[src/rtl/fetch_queue.sv]
// fetch_queue: instruction buffer between IF and ID.
// Holds {instr, pc, pc+4} triples in FIFO order; the oldest entry is shown on
// Deq_*. A separate occupancy counter keeps full/empty unambiguous. Flush
// empties the queue in one cycle, and a full queue stalls IF.
module fetch_queue #(
  parameter int DEPTH = 4,
  parameter int AW    = 2
) (
  input  logic          CLK,
  input  logic          RESET,
  input  logic          Enq_Valid,
  input  logic [31:0]   Enq_Instr,
  input  logic [31:0]   Enq_PC,
  input  logic [31:0]   Enq_PC_Plus4,
  output logic          Enq_Stall,
  input  logic          Flush,
  input  logic          Deq_Ready,
  output logic          Deq_Valid,
  output logic [31:0]   Deq_Instr,
  output logic [31:0]   Deq_PC,
  output logic [31:0]   Deq_PC_Plus4,
  output logic [AW:0]   Count
);

  localparam logic [AW:0] FULL_CNT = (AW+1)'(DEPTH);

  logic [AW-1:0] rd_ptr_q, rd_ptr_d;
  logic [AW-1:0] wr_ptr_q, wr_ptr_d;
  logic [AW:0]   count_q,  count_d;
  logic [95:0]   mem_q [DEPTH];
  logic [95:0]   head;
  logic          full, empty, push, pop;

  // Flags and handshakes derived from registered occupancy only.
  always_comb begin
    full  = (count_q == FULL_CNT);
    empty = (count_q == '0);
    push  = Enq_Valid && !full && !Flush;
    pop   = Deq_Ready && !empty && !Flush;
  end

  // Pointer and occupancy next-state; Flush overrides push and pop.
  always_comb begin
    rd_ptr_d = rd_ptr_q;
    wr_ptr_d = wr_ptr_q;
    count_d  = count_q;
    if (Flush) begin
      rd_ptr_d = '0;
      wr_ptr_d = '0;
      count_d  = '0;
    end else begin
      if (push) wr_ptr_d = wr_ptr_q + 1'b1;
      if (pop)  rd_ptr_d = rd_ptr_q + 1'b1;
      if (push && !pop)      count_d = count_q + 1'b1;
      else if (pop && !push) count_d = count_q - 1'b1;
    end
  end

  // Control state register with asynchronous active-low reset.
  always_ff @(posedge CLK or negedge RESET) begin
    if (!RESET) begin
      rd_ptr_q <= '0;
      wr_ptr_q <= '0;
      count_q  <= '0;
    end else begin
      rd_ptr_q <= rd_ptr_d;
      wr_ptr_q <= wr_ptr_d;
      count_q  <= count_d;
    end
  end

  // Entry storage; not reset, since outputs are gated by Deq_Valid.
  always_ff @(posedge CLK) begin
    if (push) mem_q[wr_ptr_q] <= {Enq_Instr, Enq_PC, Enq_PC_Plus4};
  end

  // Head read, forced to zero (NOP) while empty; no enqueue bypass.
  always_comb begin
    head         = mem_q[rd_ptr_q];
    Deq_Valid    = !empty;
    Enq_Stall    = full;
    Count        = count_q;
    Deq_Instr    = '0;
    Deq_PC       = '0;
    Deq_PC_Plus4 = '0;
    if (!empty) begin
      Deq_Instr    = head[95:64];
      Deq_PC       = head[63:32];
      Deq_PC_Plus4 = head[31:0];
    end
  end

endmodule

[config.mk]
export PLATFORM = sky130hd
export DESIGN_NAME = fetch_queue
export DESIGN_NICKNAME = d
export VERILOG_FILES = /design/src/rtl/fetch_queue.sv
export SDC_FILE = /design/constraint.sdc
export NUM_CORES = 1
export LEC_CHECK = 0
export CAP_MARGIN = 20
export CORE_AREA = 4 4 191 286
export CTS_CLUSTER_SIZE = 24
export DETAILED_ROUTE_END_ITERATION = 7
export DIE_AREA = 0 0 195 290
export PLACE_DENSITY = 0.43
export SLEW_MARGIN = 20
export SYNTH_ARGS = -nofsm -noshare
export SYNTH_HDL_FRONTEND = slang
export SYNTH_SLANG_ARGS = --single-unit
[constraint.sdc]
create_clock -name CLK -period 4 [get_ports CLK]
set_input_delay 0.8 -clock CLK [delete_from_list [all_inputs] [get_ports CLK]]
set_output_delay 0.8 -clock CLK [all_outputs]
set_load 0.01 [all_outputs]
# --- After elaboration in Yosys (flattened, before gate mapping) ---
# Memories as Yosys holds them, arrays and structs flattened.
# Cells that the tools add are included.
op_classes:
  n_addsub: 4
  mul: 0
  n_div: 0
  magnitude_cmp: 0
  eq_ne: 1
  n_shift: 0
  n_mux: 12
  bitwise_logic: 0
  n_reduce_logical: 15
ops:
  columns: ["operator", "count"]
  rows:
  - ["two-way mux 32 bit", 3]
  - ["two-way mux 3 bit", 3]
  - ["two-way mux 2 bit", 4]
  - ["logical AND 1 bit", 6]
  - ["logical NOT 1 bit", 5]
  - ["adder 2 x 1 -> 2 bit, second input constant", 2]
  - ["nonzero test 2 bit", 2]
  - ["adder 3 x 1 -> 3 bit, second input constant", 1]
  - ["equality test 3 bit, second input constant", 1]
  - ["logical NOT 3 bit", 1]
  - ["nonzero test 3 bit", 1]
  - ["subtractor 3 x 1 -> 3 bit, second input constant", 1]
  - ["two-way mux 1 bit", 2]
word_totals:
  ff_bits: 7
  latchBits: 0
  ramBits: 384
  mem_bits_ro: 0
  inputBits: 101
  elab_cells: 36
  n_memories: 1
memory_table:
  columns: ["memory", "words", "width", "rd", "rd_ports_with_merged_regs", "wr", "line_no", "rtl"]
  rows:
  - ["mem_q", 4, 96, 1, 0, 1, "30", "logic [95:0] mem_q [DEPTH];"]

# --- Longest topological paths before layout ---
# Gate-level depths: netlist of the first run.
logic_depth:
  ltp_word: 9
  depth_mapped: 8
  depth_no_buf: 7

# --- Worst setup path before layout of the first run ---
# No wires, ideal clock.
synth_timing:
  path_kind: "input -> register"
  startpoint: "input port Flush"
  endpoint: "memory mem_q[2][0], enable pin"
  arrival_ns: 3.563
  required_time_ns: 3.534
  setup_slack_ns: -0.028
  path_stages: 3
  n_path_buf: 1
  path_cell_list: "buf_1 nor3_1 and2_1"
synth_via:
  elab_chain_len: 4
synth_rtl:
  columns: ["element", "line_no", "rtl"]
  rows:
  - ["start, declared", "16", "input logic Flush,"]
  - ["logical NOT 1 bit", "38", "push = Enq_Valid && !full && !Flush;"]
  - ["logical AND 1 bit", "38", null]
  - ["two-way mux 1 bit", "74", "if (push) mem_q[wr_ptr_q] <= {Enq_Instr, Enq_PC, Enq_PC_Plus4};"]
  - ["two-way mux 1 bit (implied by the code)", "74", null]
  - ["end, declared", "30", null]
# No other way between the ends.

# --- Final worst setup path of the first run ---
layout_timing:
  startpoint: "register rd_ptr_q[0]"
  endpoint: "output port Deq_PC_Plus4[4]"
layout_via:
  elab_chain_len: 2
layout_rtl:
  columns: ["element", "line_no", "rtl"]
  rows:
  - ["start, declared", "27", "logic [AW-1:0] rd_ptr_q, rd_ptr_d;"]
  - ["start signal, assigned", "66", "rd_ptr_q <= rd_ptr_d;"]
  - ["memory read (4 x 96 bit)", null, null]
  - ["two-way mux 32 bit", "86", "if (!empty) begin"]
  - ["end, declared", "21", "output logic [31:0] Deq_PC_Plus4,"]
# No other way between the ends.

==> summary.md, run 1 <==
| Metric | Value |
|---|---|
| Initial antenna violation count | `5` |
| Worst slew margin | `52.78%` |
| Multi-input logic area | `0.003094 mm²` |
| Synth cell types | `32` |
| DIE AREA | `0.05655 mm²` |
| CP Class | `flop to output port` |
| Fillcell total | `4912` |
| First-pass GRT wire length | `52.92 mm` |
| H-tree Lvls | `2` |
| Detailed Place HPWL | `22.01 mm` |
| DR vias | `7194` |
| RSZ-0062 raised after global routing | `false` |
| Count of buffers from port buffering | `201` |
| Largest net degree at the start of global routing | `62` |
| Clk_lat worst skew | `0.54 ns` |
| Die height | `290 µm` |
| Startpoint types | `flop` |
| #FFs+latches synth | `391` |
| Root Buffer Master | `clkbuf_16` |
| Outcome | `finished clean` |
| M1 GR Usage | `15.54%` |
| Max frequency | `0.2750 GHz` |
| Fin nets | `1008` |
| Die X | `195 µm` |
| Clk buf depth | `3` |
| Grt met3 use | `2.904%` |
| Initial DRC count | `412` |
| CTS sink cnt | `391` |
| Core Footprint | `0.05232 mm²` |
| Post-Synthesis Cell Area | `0.01501 mm²` |
| Finish-stage setup viols | `0` |
| Async set or reset register ratio after synthesis | `1.790%` |
| Final Max Slew Viols | `0` |
| Leak | `6.023 nW` |
| Fin util | `36.80%` |
| Final ANT Viol Nets | `0` |
| Mapped Avg Cell Area | `22.47 µm²` |
| Setup TNS | `0 ns` |
| Worst-path clk slew | `0.06 ns` |
| Top FF cell, synth | `edfxtp_1` |
| Cts hold-fix bufs | `0` |
| Detailed-route vias per instance | `4.468` |
| Req. time, crit path | `3.20 ns` |
| Post-Route WL | `35.14 mm` |
| Post-Syn Nets | `774` |
| Routability Congestion | `0.6814` |
| Final hold vios | `0` |
| Slew @ Worst Pin | `0.7068 ns` |
| Vias in the first global route | `8074` |
| FP Rows | `103` |
| Fin crit period | `3.636 ns` |
| Critical path data arrival time | `2.84 ns` |
| Critical path fanouts, max | `28` |
| Met2 usage | `21.32%` |
| CP endpoint kind | `output port` |
| Share of the yosys chip area belonging to registers | `77.99%` |
| Area delta synth->final | `28.27%` |
| Worst VDD drop | `377.3 µV` |
| Drt first pass iters | `4` |
| Postcts setup bufs | `0` |
| Setup Skew | `0.01749 ns` |
| CTS tree | `yes` |
| FF+latch area | `0.01171 mm²` |
| Residual DRC | `0` |
| Drt wl/cell | `21.82 µm` |
| Clock buffer count from CTS | `38` |
| Minimum hold slack | `0.5641 ns` |
| I/O pins | `202` |
| Period utilisation layout | `90.89%` |
| GRT Util Overall | `12.30%` |
| Number of synthesized flops with an enable pin | `384` |
| Worst min-delay path class | `primary input to asynchronous set/reset pin` |
| Grt total ovfl | `0` |
| Syn Inst Count | `668` |
| Busiest layer in global routing | `met2` |
| Starting Density | `28.69%` |
| Max Cap Violations | `0` |
| Share of cells above drive strength 1 | `20.19%` |
| PwrDens | `618.3 mW/mm²` |
| Post-cts sizing count | `0` |
| Synth warn | `0` |
==> metal layers <==
layer  share of wire [%]  vias to the layer above  wire [µm]
li1                    -                     3192          -
met5               0.097                        -         34
met4                 1.9                        6        685
met2                  52                      164      18130
met3                 5.1                       50       1789
met1                  41                     3782      14500
==> where the power goes <==
group	switching, W	leakage, nW	internal (W)
registers	0.000138	3.57	0.00473
logic	0.00164	1.88	0.00205
clock network	0.00148	0.565	0.00187
total	0.00326	6.02	0.00864
==> path summary, 6_finish.rpt <==
path / from / endpoint / slack, ns / cells after the start
max: rd_ptr_q[0]$_DFFE_PN0P_ / Deq_PC_Plus4[4] / 0.36 / 4
min reg2reg: wr_ptr_q[1]$_DFFE_PN0P_ / wr_ptr_q[1]$_DFFE_PN0P_ / 0.60 / 2
min: RESET / Count[1]$_DFFE_PN0P_ / 0.56 / 1
max reg2reg: Count[0]$_DFFE_PN0P_ / Count[2]$_DFFE_PN0P_ / 1.33 / 8
min in group CLK: wr_ptr_q[1]$_DFFE_PN0P_ / wr_ptr_q[1]$_DFFE_PN0P_ / 0.60 / 2
max in group asynchronous: RESET / rd_ptr_q[0]$_DFFE_PN0P_ / 3.12 / 1
==> critical path, cell delays in order, from the launching register on <==
cell	delay, ns
dfrtp_4	0.69
buf_12	0.32
mux4_2	0.55
and2_1	0.24
clkdlybuf4s50_1	0.50
==> sequential cells by signal, summed over array words and instances (netlist names) <==
register,flops
rd_ptr_q,2
mem_q,384
wr_ptr_q,2
Count,3
==> logic make-up (layout without fill, tap and decap cells) <==
kind of cell    count (synthesis)  count (layout)  synth area share [%]
compound gates                 13              13                0.6002
mux                            99              99                 14.62
flops                         391             391                 77.99
xor+xnor                        2               2                0.1167
buf+inv                        42             300                 1.500
simple gates                  116             116                 4.710
fa+ha+maj                       5               5                0.4668
other cells                     0               2                     0
==> synth_stat cells, drive strengths merged (2+ instances only) <==
cell type	number	area share [%]
mux2	2	0.15
o21ai	3	0.10
clkbuf	13	0.33
or3	2	0.083
edfxtp	384	77
xor2	2	0.12
mux4	96	14
ha	4	0.33
nor2	9	0.23
a21oi	2	0.067
dfrtp	7	1.2
buf	23	1.0
inv	6	0.15
and2	101	4.2
==> metrics by stage <==
step	worst slack, ns	total power, W	instances	instance area [µm²]
2_1_floorplan	1.023	0.006816	668	15020
3_3_place_gp	0.8648	0.008814	1544	18110
3_5_place_dp	0.8684	0.008807	1544	18110
4_1_cts	0.2746	0.01222	1608	19250
5_1_grt	0.2015	0.01257	1608	19250
6_report	0.3643	0.01191	1610	19250
==> final cells by class <==
cell class	instances	share of cell area (%)
Multi-Input combinational cell	235	16.07
Antenna cell	2	0.02599
Clock inverter	23	0.8968
Timing Repair Buffer	230	12.62
Tap cell	682	4.432
Inverter	6	0.1170
Clock buffer	41	4.997
Sequential cell	391	60.84
==> layout by cell type, fill, tap and decap left out, types with 3 or more instances in the layout <==
master	synthesis	layout
inv_1	6	6
dfrtp_1	7	5
buf_12	0	16
clkinv_2	0	9
clkbuf_16	0	38
nor2_1	9	9
clkinv_1	0	9
and2_1	101	97
o21ai_0	3	3
mux4_2	96	96
buf_4	0	13
clkbuf_1	12	3
and2_4	0	4
clkdlybuf4s50_1	0	201
edfxtp_1	384	384
ha_1	4	4
(Power assumes the default switching activity.)
==> inputs of run 2 (changes only) <==
--- a/config.mk
+++ b/config.mk
@@ -5,12 +5,12 @@
 export SDC_FILE = /design/constraint.sdc
 export NUM_CORES = 1
 export LEC_CHECK = 0
-export CAP_MARGIN = 20
-export CORE_AREA = 4 4 191 286
+export ABC_AREA = 1
+export CORE_AREA = 4 4 174 260
 export CTS_CLUSTER_SIZE = 24
 export DETAILED_ROUTE_END_ITERATION = 7
-export DIE_AREA = 0 0 195 290
-export PLACE_DENSITY = 0.43
+export DIE_AREA = 0 0 178 264
+export PLACE_DENSITY = 0.52
 export SLEW_MARGIN = 20
 export SYNTH_ARGS = -nofsm -noshare
 export SYNTH_HDL_FRONTEND = slang
==> summary.md, run 2 <==
| Metric | Value |
|---|---|
| Outcome | `finished clean` |
| Synth top area share | `75.18%` |
| PwrDens | `673.7 mW/mm²` |
| Drt first pass iters | `5` |
| Worst-path clk slew | `0.06 ns` |
| #FFs+latches synth | `391` |
| Dpl ws | `0.7040 ns` |
| Share of the yosys chip area belonging to registers | `76.33%` |
| Period utilisation layout | `94.15%` |
| Detailed-route vias per instance | `4.875` |
| Setup TNS | `0 ns` |
| Largest net degree at the start of global routing | `97` |
| Initial antenna violation count | `3` |
| FP Rows | `93` |
| Synth warn | `0` |
| Post-Syn Nets | `1305` |
| Final hold vios | `0` |
| RSZ-0062 raised after global routing | `false` |
| CP endpoint kind | `output port` |
| Leading area contributor after synthesis | `edfxtp_1` |
| Initial DRC count | `596` |
| Mapped Avg Cell Area | `12.79 µm²` |
| Post-Route WL | `38.54 mm` |
| Syn Inst Count | `1199` |
| Post-route cell area | `0.01938 mm²` |
| Clock buffer count from CTS | `39` |
| Setup Skew | `0.02863 ns` |
| CTS tree | `yes` |
| Top-count cell post-synth | `nor2_1` |
| Grt total ovfl | `0` |
| Fin nets | `1500` |
| Async set or reset register ratio after synthesis | `1.790%` |
| Final Max Slew Viols | `0` |
| Most frequent cells in the layout | `385 x nor2_1, 384 x edfxtp_1, 201 x clkdlybuf4s50_1, 115 x o21ai_1, 100 x a21oi_1` |
| Fin crit period | `3.766 ns` |
| Final ANT Viol Nets | `0` |
| Max Cap Violations | `0` |
| DR vias | `9740` |
| First-pass GRT wire length | `58.65 mm` |
| Detailed Place HPWL | `22.45 mm` |
| Clk buf depth | `3` |
| Max reg flops | `384` |
| Worst slew margin | `61.75%` |
| Dpl cell area | `0.01807 mm²` |
| Max frequency | `0.2655 GHz` |
| Ranking of synthesized cells by area | `edfxtp_1 75%, nor2_1 9.5%, o21ai_1 3.8%` |
| DIE AREA | `0.04699 mm²` |
| Clk_lat worst skew | `0.55 ns` |
| Finish-stage setup viols | `0` |
| Starting Density | `35.72%` |
| Worst reg2reg path endpoint | `mem_q[0][85]$_DFFE_PP_` |
| Critical path data arrival time | `2.97 ns` |
| GRT Util Overall | `16.25%` |
| Die height | `264 µm` |
| Worst min-delay path class | `primary input to asynchronous set/reset pin` |
| Drt wl/cell | `19.29 µm` |
| Synth top cells by count | `389 x nor2_1, 384 x edfxtp_1, 115 x o21ai_1, 100 x a21oi_1, 80 x o21ai_0` |
| Req. time, crit path | `3.20 ns` |
| Die X | `178 µm` |
| H-tree Lvls | `2` |
| CP Class | `flop to output port` |
| Top FF cell, synth | `edfxtp_1` |
| Startpoint types | `flop` |
| Final setup margin | `0.2340 ns` |
| Residual DRC | `0` |
| Critical path fanouts, max | `42` |
| Worst VDD drop | `371.7 µV` |
| Leak | `6.448 nW` |
| Most common cell after layout, fill and taps aside | `nor2_1` |
| I/O pins | `202` |
| Origin of the critical flop-to-flop path | `Count[2]$_DFFE_PN0P_` |
| Synth cell types | `24` |
| Number of synthesized flops with an enable pin | `384` |
| Count of buffers from port buffering | `201` |
| Root Buffer Master | `clkbuf_16` |
| Routability Congestion | `0.7378` |
| Setup slack, reg-to-reg | `1.70 ns` |
| Share of cells above drive strength 1 | `6.807%` |
| Post-Synthesis Cell Area | `0.01534 mm²` |
| Slew @ Worst Pin | `0.5737 ns` |
| Vias in the first global route | `10089` |
| FF-to-FF path depth | `6` |
| CTS sink cnt | `391` |
| Area delta synth->final | `26.34%` |
| Core Footprint | `0.04294 mm²` |
| Reg with most FFs | `mem_q` |
==> run 2: timing repair <==
action,CTS,global route
hold endpoints to repair,0,0
buffers inserted,0,0
hold buffers,0,0
setup endpoints to repair,0,5
resized for setup,0,1
==> run 2: logic make-up (layout without fill, tap and decap cells) <==
| family | after synthesis | count (layout) | share of synthesized area [%] |
|---|---|---|---|
| adder cells (fa/ha/maj) | 5 | 5 | 0.4569 |
| AND/OR/NAND/NOR | 413 | 413 | 10.28 |
| AO/OA/AOI/OAI | 296 | 296 | 9.683 |
| XOR/XNOR | 1 | 1 | 0.05712 |
| other | 0 | 3 | 0 |
| flip-flops | 391 | 391 | 76.33 |
| buffers and inverters | 93 | 319 | 3.198 |
==> run 2: how the worst max path moves through the flow <==
stage	from	end	slack, ns
5_1_grt	rd_ptr_q[0]$_DFFE_PN0P_	Deq_PC[1]	0.06
6_report	rd_ptr_q[0]$_DFFE_PN0P_	Deq_PC[1]	0.23
3_3_place_gp	rd_ptr_q[0]$_DFFE_PN0P_	Deq_Instr[25]	0.71
2_1_floorplan	Enq_Valid	mem_q[0][0]$_DFFE_PP_	-0.13
4_1_cts	rd_ptr_q[0]$_DFFE_PN0P_	Deq_Instr[20]	0.11
3_5_place_dp	rd_ptr_q[0]$_DFFE_PN0P_	Deq_Instr[20]	0.70
==> run 2: critical path, stage by stage, from the launching register on <==
cell	delay, ns
dfrtp_4	0.69
inv_6	0.35
buf_4	0.38
o21ai_0	0.16
a21oi_1	0.22
clkdlybuf4s50_1	0.58
==> run 2: stage by stage <==
stage | power (W) | util (%) | instances | hold slack, ns
after floorplan | 0.007169 | - | 1199 | 0.5044
after global placement | 0.009510 | 42.08 | 1923 | 0.6131
after detailed placement | 0.009519 | 42.08 | 1923 | 0.6166
after CTS | 0.01328 | 45.10 | 1995 | 0.5580
after global routing | 0.01378 | 45.12 | 1997 | 0.5835
final | 0.01305 | 45.13 | 1998 | 0.5848
==> run 2: layer usage <==
metal / GRT usage [%] / wire, µm / vias to the layer above
li1: - / - / 4641
met1: 19.02 / 15250 / 4839
met2: 30.08 / 20690 / 200
met3: 2.376 / 1512 / 60
met4: 5.481 / 1096 / 0
met5: 0 / 0 / -
==> run 2: power breakdown <==
part	total, W	switching [W]	internal (W)	leakage [nW]
clock	0.00371	0.00152	0.00220	0.621
combinational	0.00443	0.00252	0.00191	2.25
sequential	0.00491	0.000131	0.00478	3.58
total	0.0131	0.00417	0.00889	6.45
==> run 2: area by class of cell <==
class | count | area [µm²]
inverter | 19 | 78.83
multi-input combinational | 715 | 3171
tap | 570 | 713.2
clock inverter | 18 | 236.5
timing repair buffer | 228 | 2394
sequential | 391 | 11710
fill | 3896 | 23560
antenna | 3 | 7.507
clock buffer | 54 | 1064
==> inputs of run 3 (changes only) <==
--- a/config.mk
+++ b/config.mk
@@ -6,11 +6,11 @@
 export NUM_CORES = 1
 export LEC_CHECK = 0
 export ABC_AREA = 1
-export CORE_AREA = 4 4 174 260
+export CORE_AREA = 4 4 142 212
 export CTS_CLUSTER_SIZE = 24
 export DETAILED_ROUTE_END_ITERATION = 7
-export DIE_AREA = 0 0 178 264
-export PLACE_DENSITY = 0.52
+export DIE_AREA = 0 0 146 216
+export PLACE_DENSITY = 0.75
 export SLEW_MARGIN = 20
 export SYNTH_ARGS = -nofsm -noshare
 export SYNTH_HDL_FRONTEND = slang
==> summary.md, run 3 (same netlist as run 2, synthesis figures left out) <==
| Metric | Value |
|---|---|
| Outcome | `finished clean` |
| Dpl cell area | `0.01772 mm²` |
| RSZ-0062 raised after global routing | `false` |
| GRT Util Overall | `21.40%` |
| Post-route cell area | `0.01883 mm²` |
| H-tree Lvls | `2` |
| Area delta synth->final | `22.79%` |
| Fin crit period | `3.747 ns` |
| Dpl ws | `0.7703 ns` |
| Clock buffer count from CTS | `36` |
| Origin of the critical flop-to-flop path | `Count[2]$_DFFE_PN0P_` |
| FF-to-FF path depth | `6` |
| Leak | `6.338 nW` |
| Comb pwr share | `34.3%` |
| CP Class | `flop to output port` |
| PwrDens | `661.2 mW/mm²` |
| Vias in the first global route | `9937` |
| Switch share | `31.40%` |
| I/O pins | `202` |
| Critical path data arrival time | `2.95 ns` |
| FP Rows | `75` |
| Worst VDD drop | `442.6 µV` |
| Startpoint types | `flop` |
| Sequential fraction of design power | `39.5%` |
| Worst slew margin | `53.60%` |
| Slew @ Worst Pin | `0.6961 ns` |
| Finish-stage setup viols | `0` |
| Setup Skew | `0.02151 ns` |
| Die height | `216 µm` |
| Residual DRC | `0` |
| Clock power frac | `26.2%` |
| Max frequency | `0.2669 GHz` |
| Most common cell after layout, fill and taps aside | `nor2_1` |
| Fillcell total | `1968` |
| Final Max Slew Viols | `0` |
| Final Non-Filler Cells | `1757` |
| Share of cells above drive strength 1 | `5.895%` |
| Core Footprint | `0.02806 mm²` |
| Setup slack, reg-to-reg | `1.64 ns` |
| Req. time, crit path | `3.20 ns` |
| Max reg flops | `384` |
| Count of buffers from port buffering | `201` |
| DIE AREA | `0.03154 mm²` |
| CTS tree | `yes` |
| Starting Density | `54.66%` |
| Clk_lat worst skew | `0.52 ns` |
| Setup TNS | `0 ns` |
| CP endpoint kind | `output port` |
| Die X | `146 µm` |
| Initial DRC count | `628` |
| Fin util | `67.12%` |
| Detailed Place HPWL | `20.16 mm` |
| Grt total ovfl | `0` |
| Fin nets | `1493` |
| Critical path fanouts, max | `47` |
| Reg with most FFs | `mem_q` |
| Drt wl/cell | `19.54 µm` |
| Detailed-route vias per instance | `5.540` |
| Final setup margin | `0.2526 ns` |
| Placed cell count | `1695` |
| Postcts setup bufs | `0` |
| First-pass GRT wire length | `52.92 mm` |
| Initial antenna violation count | `3` |
| Period utilisation layout | `93.68%` |
| Root Buffer Master | `clkbuf_16` |
| Final hold vios | `0` |
| Post-Route WL | `34.33 mm` |
| Largest net degree at the start of global routing | `83` |
| Most frequent cells in the layout | `385 x nor2_1, 384 x edfxtp_1, 201 x clkdlybuf4s50_1, 115 x o21ai_1, 100 x a21oi_1` |
| Max Cap Violations | `0` |
| Psw | `0.003910 W` |
| Worst min-delay path class | `primary input to asynchronous set/reset pin` |
| Worst-path clk slew | `0.06 ns` |
| DR vias | `9734` |
| Clk buf depth | `3` |
| Post-cts sizing count | `0` |
| Routability Congestion | `0.7919` |
| Internal | `0.008542 W` |
| Worst reg2reg path endpoint | `mem_q[2][30]$_DFFE_PP_` |
| Final ANT Viol Nets | `0` |
| CTS sink cnt | `391` |
| Cts hold-fix bufs | `0` |
| Drt first pass iters | `5` |
-- run 3: cell types whose count changed in the layout (fill, tap and decap cells not counted), sizes merged --
cell      before  now
clkbuf        54   44
buf           27   23
clkinv        10   13
clkinvlp       3    0
bufinv         5    3
inv           19   18
-- run 3: worst max-delay path, cell delays in order (launching register included) --
cell,delay [ns]
dfrtp_4,0.46
buf_4,0.49
buf_4,0.59
nor2_1,0.12
o21ai_1,0.11
a21oi_1,0.09
clkdlybuf4s50_1,0.51
-- run 3: power by group through the flow --
stage,registers (W),clock network (W),logic (W)
floorplan,0.00494,0,0.00222
CTS,0.00492,0.00332,0.00433
global route,0.00494,0.00350,0.00464
detailed placement,0.00501,0,0.00430
global placement,0.00500,0,0.00425
finish,0.00492,0.00326,0.00427
-- run 3: routing by layer --
layer / track usage, % / up-vias / wire length, µm
li1: - / 4613 / -
met1: 24.70 / 4695 / 12740
met2: 39.46 / 348 / 18540
met3: 3.777 / 78 / 1922
met4: 8.443 / 0 / 1124
met5: 0 / - / 0
-- run 3: worst max path at each step --
stage | from | end | slack, ns
after floorplan | Enq_Valid | mem_q[0][0]$_DFFE_PP_ | -0.13
after global placement | rd_ptr_q[1]$_DFFE_PN0P_ | Deq_Instr[15] | 0.81
after detailed placement | rd_ptr_q[1]$_DFFE_PN0P_ | Deq_Instr[3] | 0.77
after CTS | rd_ptr_q[1]$_DFFE_PN0P_ | Deq_Instr[3] | 0.22
after global routing | rd_ptr_q[0]$_DFFE_PN0P_ | Deq_PC[20] | 0.08
final | rd_ptr_q[1]$_DFFE_PN0P_ | Deq_Instr[3] | 0.25
-- run 3: cell type report --
type | count | area, µm² | share of cell area, %
Sequential cell | 391 | 11710 | 62.20
Multi-Input combinational cell | 715 | 3171 | 16.84
Timing Repair Buffer | 224 | 2322 | 12.33
Clock buffer | 44 | 962.2 | 5.109
Tap cell | 346 | 432.9 | 2.299
Clock inverter | 15 | 146.4 | 0.7774
Inverter | 19 | 76.32 | 0.4053
Antenna cell | 3 | 7.507 | 0.03986
-- run 3: metrics by stage --
step	power, W	hold slack, ns
after global placement	0.009247	0.5974
after CTS	0.01257	0.5504
final	0.01245	0.5602
after global routing	0.01308	0.5876
after detailed placement	0.009307	0.6105
after floorplan	0.007169	0.5044
==> patch (config.mk and constraints of run 3) <==
Put a register stage on the output `Count`, without a reset. The value now appears one clock later. The other outputs are not delayed to match.
--- a/src/rtl/fetch_queue.sv
+++ b/src/rtl/fetch_queue.sv
@@ -23,6 +23,8 @@
 );
 
   localparam logic [AW:0] FULL_CNT = (AW+1)'(DEPTH);
+
+  logic [AW:0] Count_d;
 
   logic [AW-1:0] rd_ptr_q, rd_ptr_d;
   logic [AW-1:0] wr_ptr_q, wr_ptr_d;
@@ -79,7 +81,7 @@
     head         = mem_q[rd_ptr_q];
     Deq_Valid    = !empty;
     Enq_Stall    = full;
-    Count        = count_q;
+    Count_d      = count_q;
     Deq_Instr    = '0;
     Deq_PC       = '0;
     Deq_PC_Plus4 = '0;
@@ -90,5 +92,9 @@
     end
   end
 
+  always_ff @(posedge CLK) begin
+    Count <= Count_d;
+  end
+
 endmodule
 
Behaviour: not the same (a bounded check fails within 4 cycles, from zero or initial values and one cycle with RESET low).
==> patch against run 3 <==
Sequential cell count up 3; final area up 0.19%; critical path depth down 1; non-clock buffer count decreased by 6; routed wire length fell by 2.7%; synthesized cell count grew 0.42%; total power decreased by 0.73%; synthesized area rose by 0.42%; worst setup slack lost 0.044 ns; sequential power rose by 0.8%.
==> patch: results (changes against run 3) <==
| Metric | Value |
|---|---|
| R2R setup slack | 1.81 ns (+0.17 ns) |
| Wire length of the first global-routing pass | 51900 um (-2.0%) |
| Detailed route wirelength on metal3 | 2290 um (+19%) |
| Final WS setup | 0.209 ns (-0.0436 ns) |
| Signal arrival time at the worst endpoint | 2.99 ns (+0.04 ns) |
| Data-path buffer share of cell area in the final layout | 12.2% (-0.13 points) |
| # clk buffers | 49 (+11%) |
| Worst reg2reg path endpoint | mem_q[2][32] |
| First-pass iteration count of the detailed router | 4 (-1) |
| Detailed placer's ending HPWL | 18800 um (-7.0%) |
| Vias in the first global route | 9950 (+0.13%) |
| Via/cell ratio | 5.59 (+0.82%) |
| Post-synthesis async set-or-reset flop share | 1.78% (-0.014 points) |
| Critical-path maximum fanout | 110 (+130%) |
| Run status | finished clean |
| LEAKAGE | 6.34 nW (about the same) |
| Post-placement cell area | 17800 um^2 (+0.20%) |
| Clock buffers created by TritonCTS | 35 (-2.8%) |
| Most frequent cells after synthesis | 390 x sky130_fd_sc_hd__nor2_1, 384 x sky130_fd_sc_hd__edfxtp_1, 103 x sky130_fd_sc_hd__o21ai_0 |
| Area added between synthesis and finish | 22.5% |
| Iter 0 DRT Violations | 862 (+37%) |
| Met1 usage | 25.0% (+0.33 points) |
| Post-layout net count | 1491 (-0.13%) |
| Critical path startpoint | rd_ptr_q[0] |
| Leading cell types by total area after synthesis | sky130_fd_sc_hd__edfxtp_1 75%, sky130_fd_sc_hd__nor2_1 9.5%, sky130_fd_sc_hd__o21ai_0 3.3% |
## patch: changes by cell type after synthesis, moves of 3 or more
cell                      delta
sky130_fd_sc_hd__o21ai_0    +23
sky130_fd_sc_hd__o21ai_1    -22
sky130_fd_sc_hd__nand2_1     +5
sky130_fd_sc_hd__buf_4       -4
sky130_fd_sc_hd__buf_6       +3
sky130_fd_sc_hd__dfxtp_1     +3
sky130_fd_sc_hd__nand3_1     -3
## patch: report_power, final
part           switching (mW)  internal [mW]  total, mW
clock network            1.34           1.94       3.28
registers               0.148           4.81       4.96
logic                    2.29           1.83       4.12
total                    3.78           8.58       12.4
## patch: kinds of logic after synthesis
| kind of cell | count (synthesis) | share of synthesized area (%) |
|---|---|---|
| DFF | 394 | 76.4 |
| xor gates and xnor gates | 1 | 0.0569 |
| and+or+nand+nor | 416 | 10.3 |
| AOI/OAI and AO/OA | 296 | 9.62 |
| adders and majority gates | 5 | 0.455 |
| buffers and inverters | 92 | 3.23 |
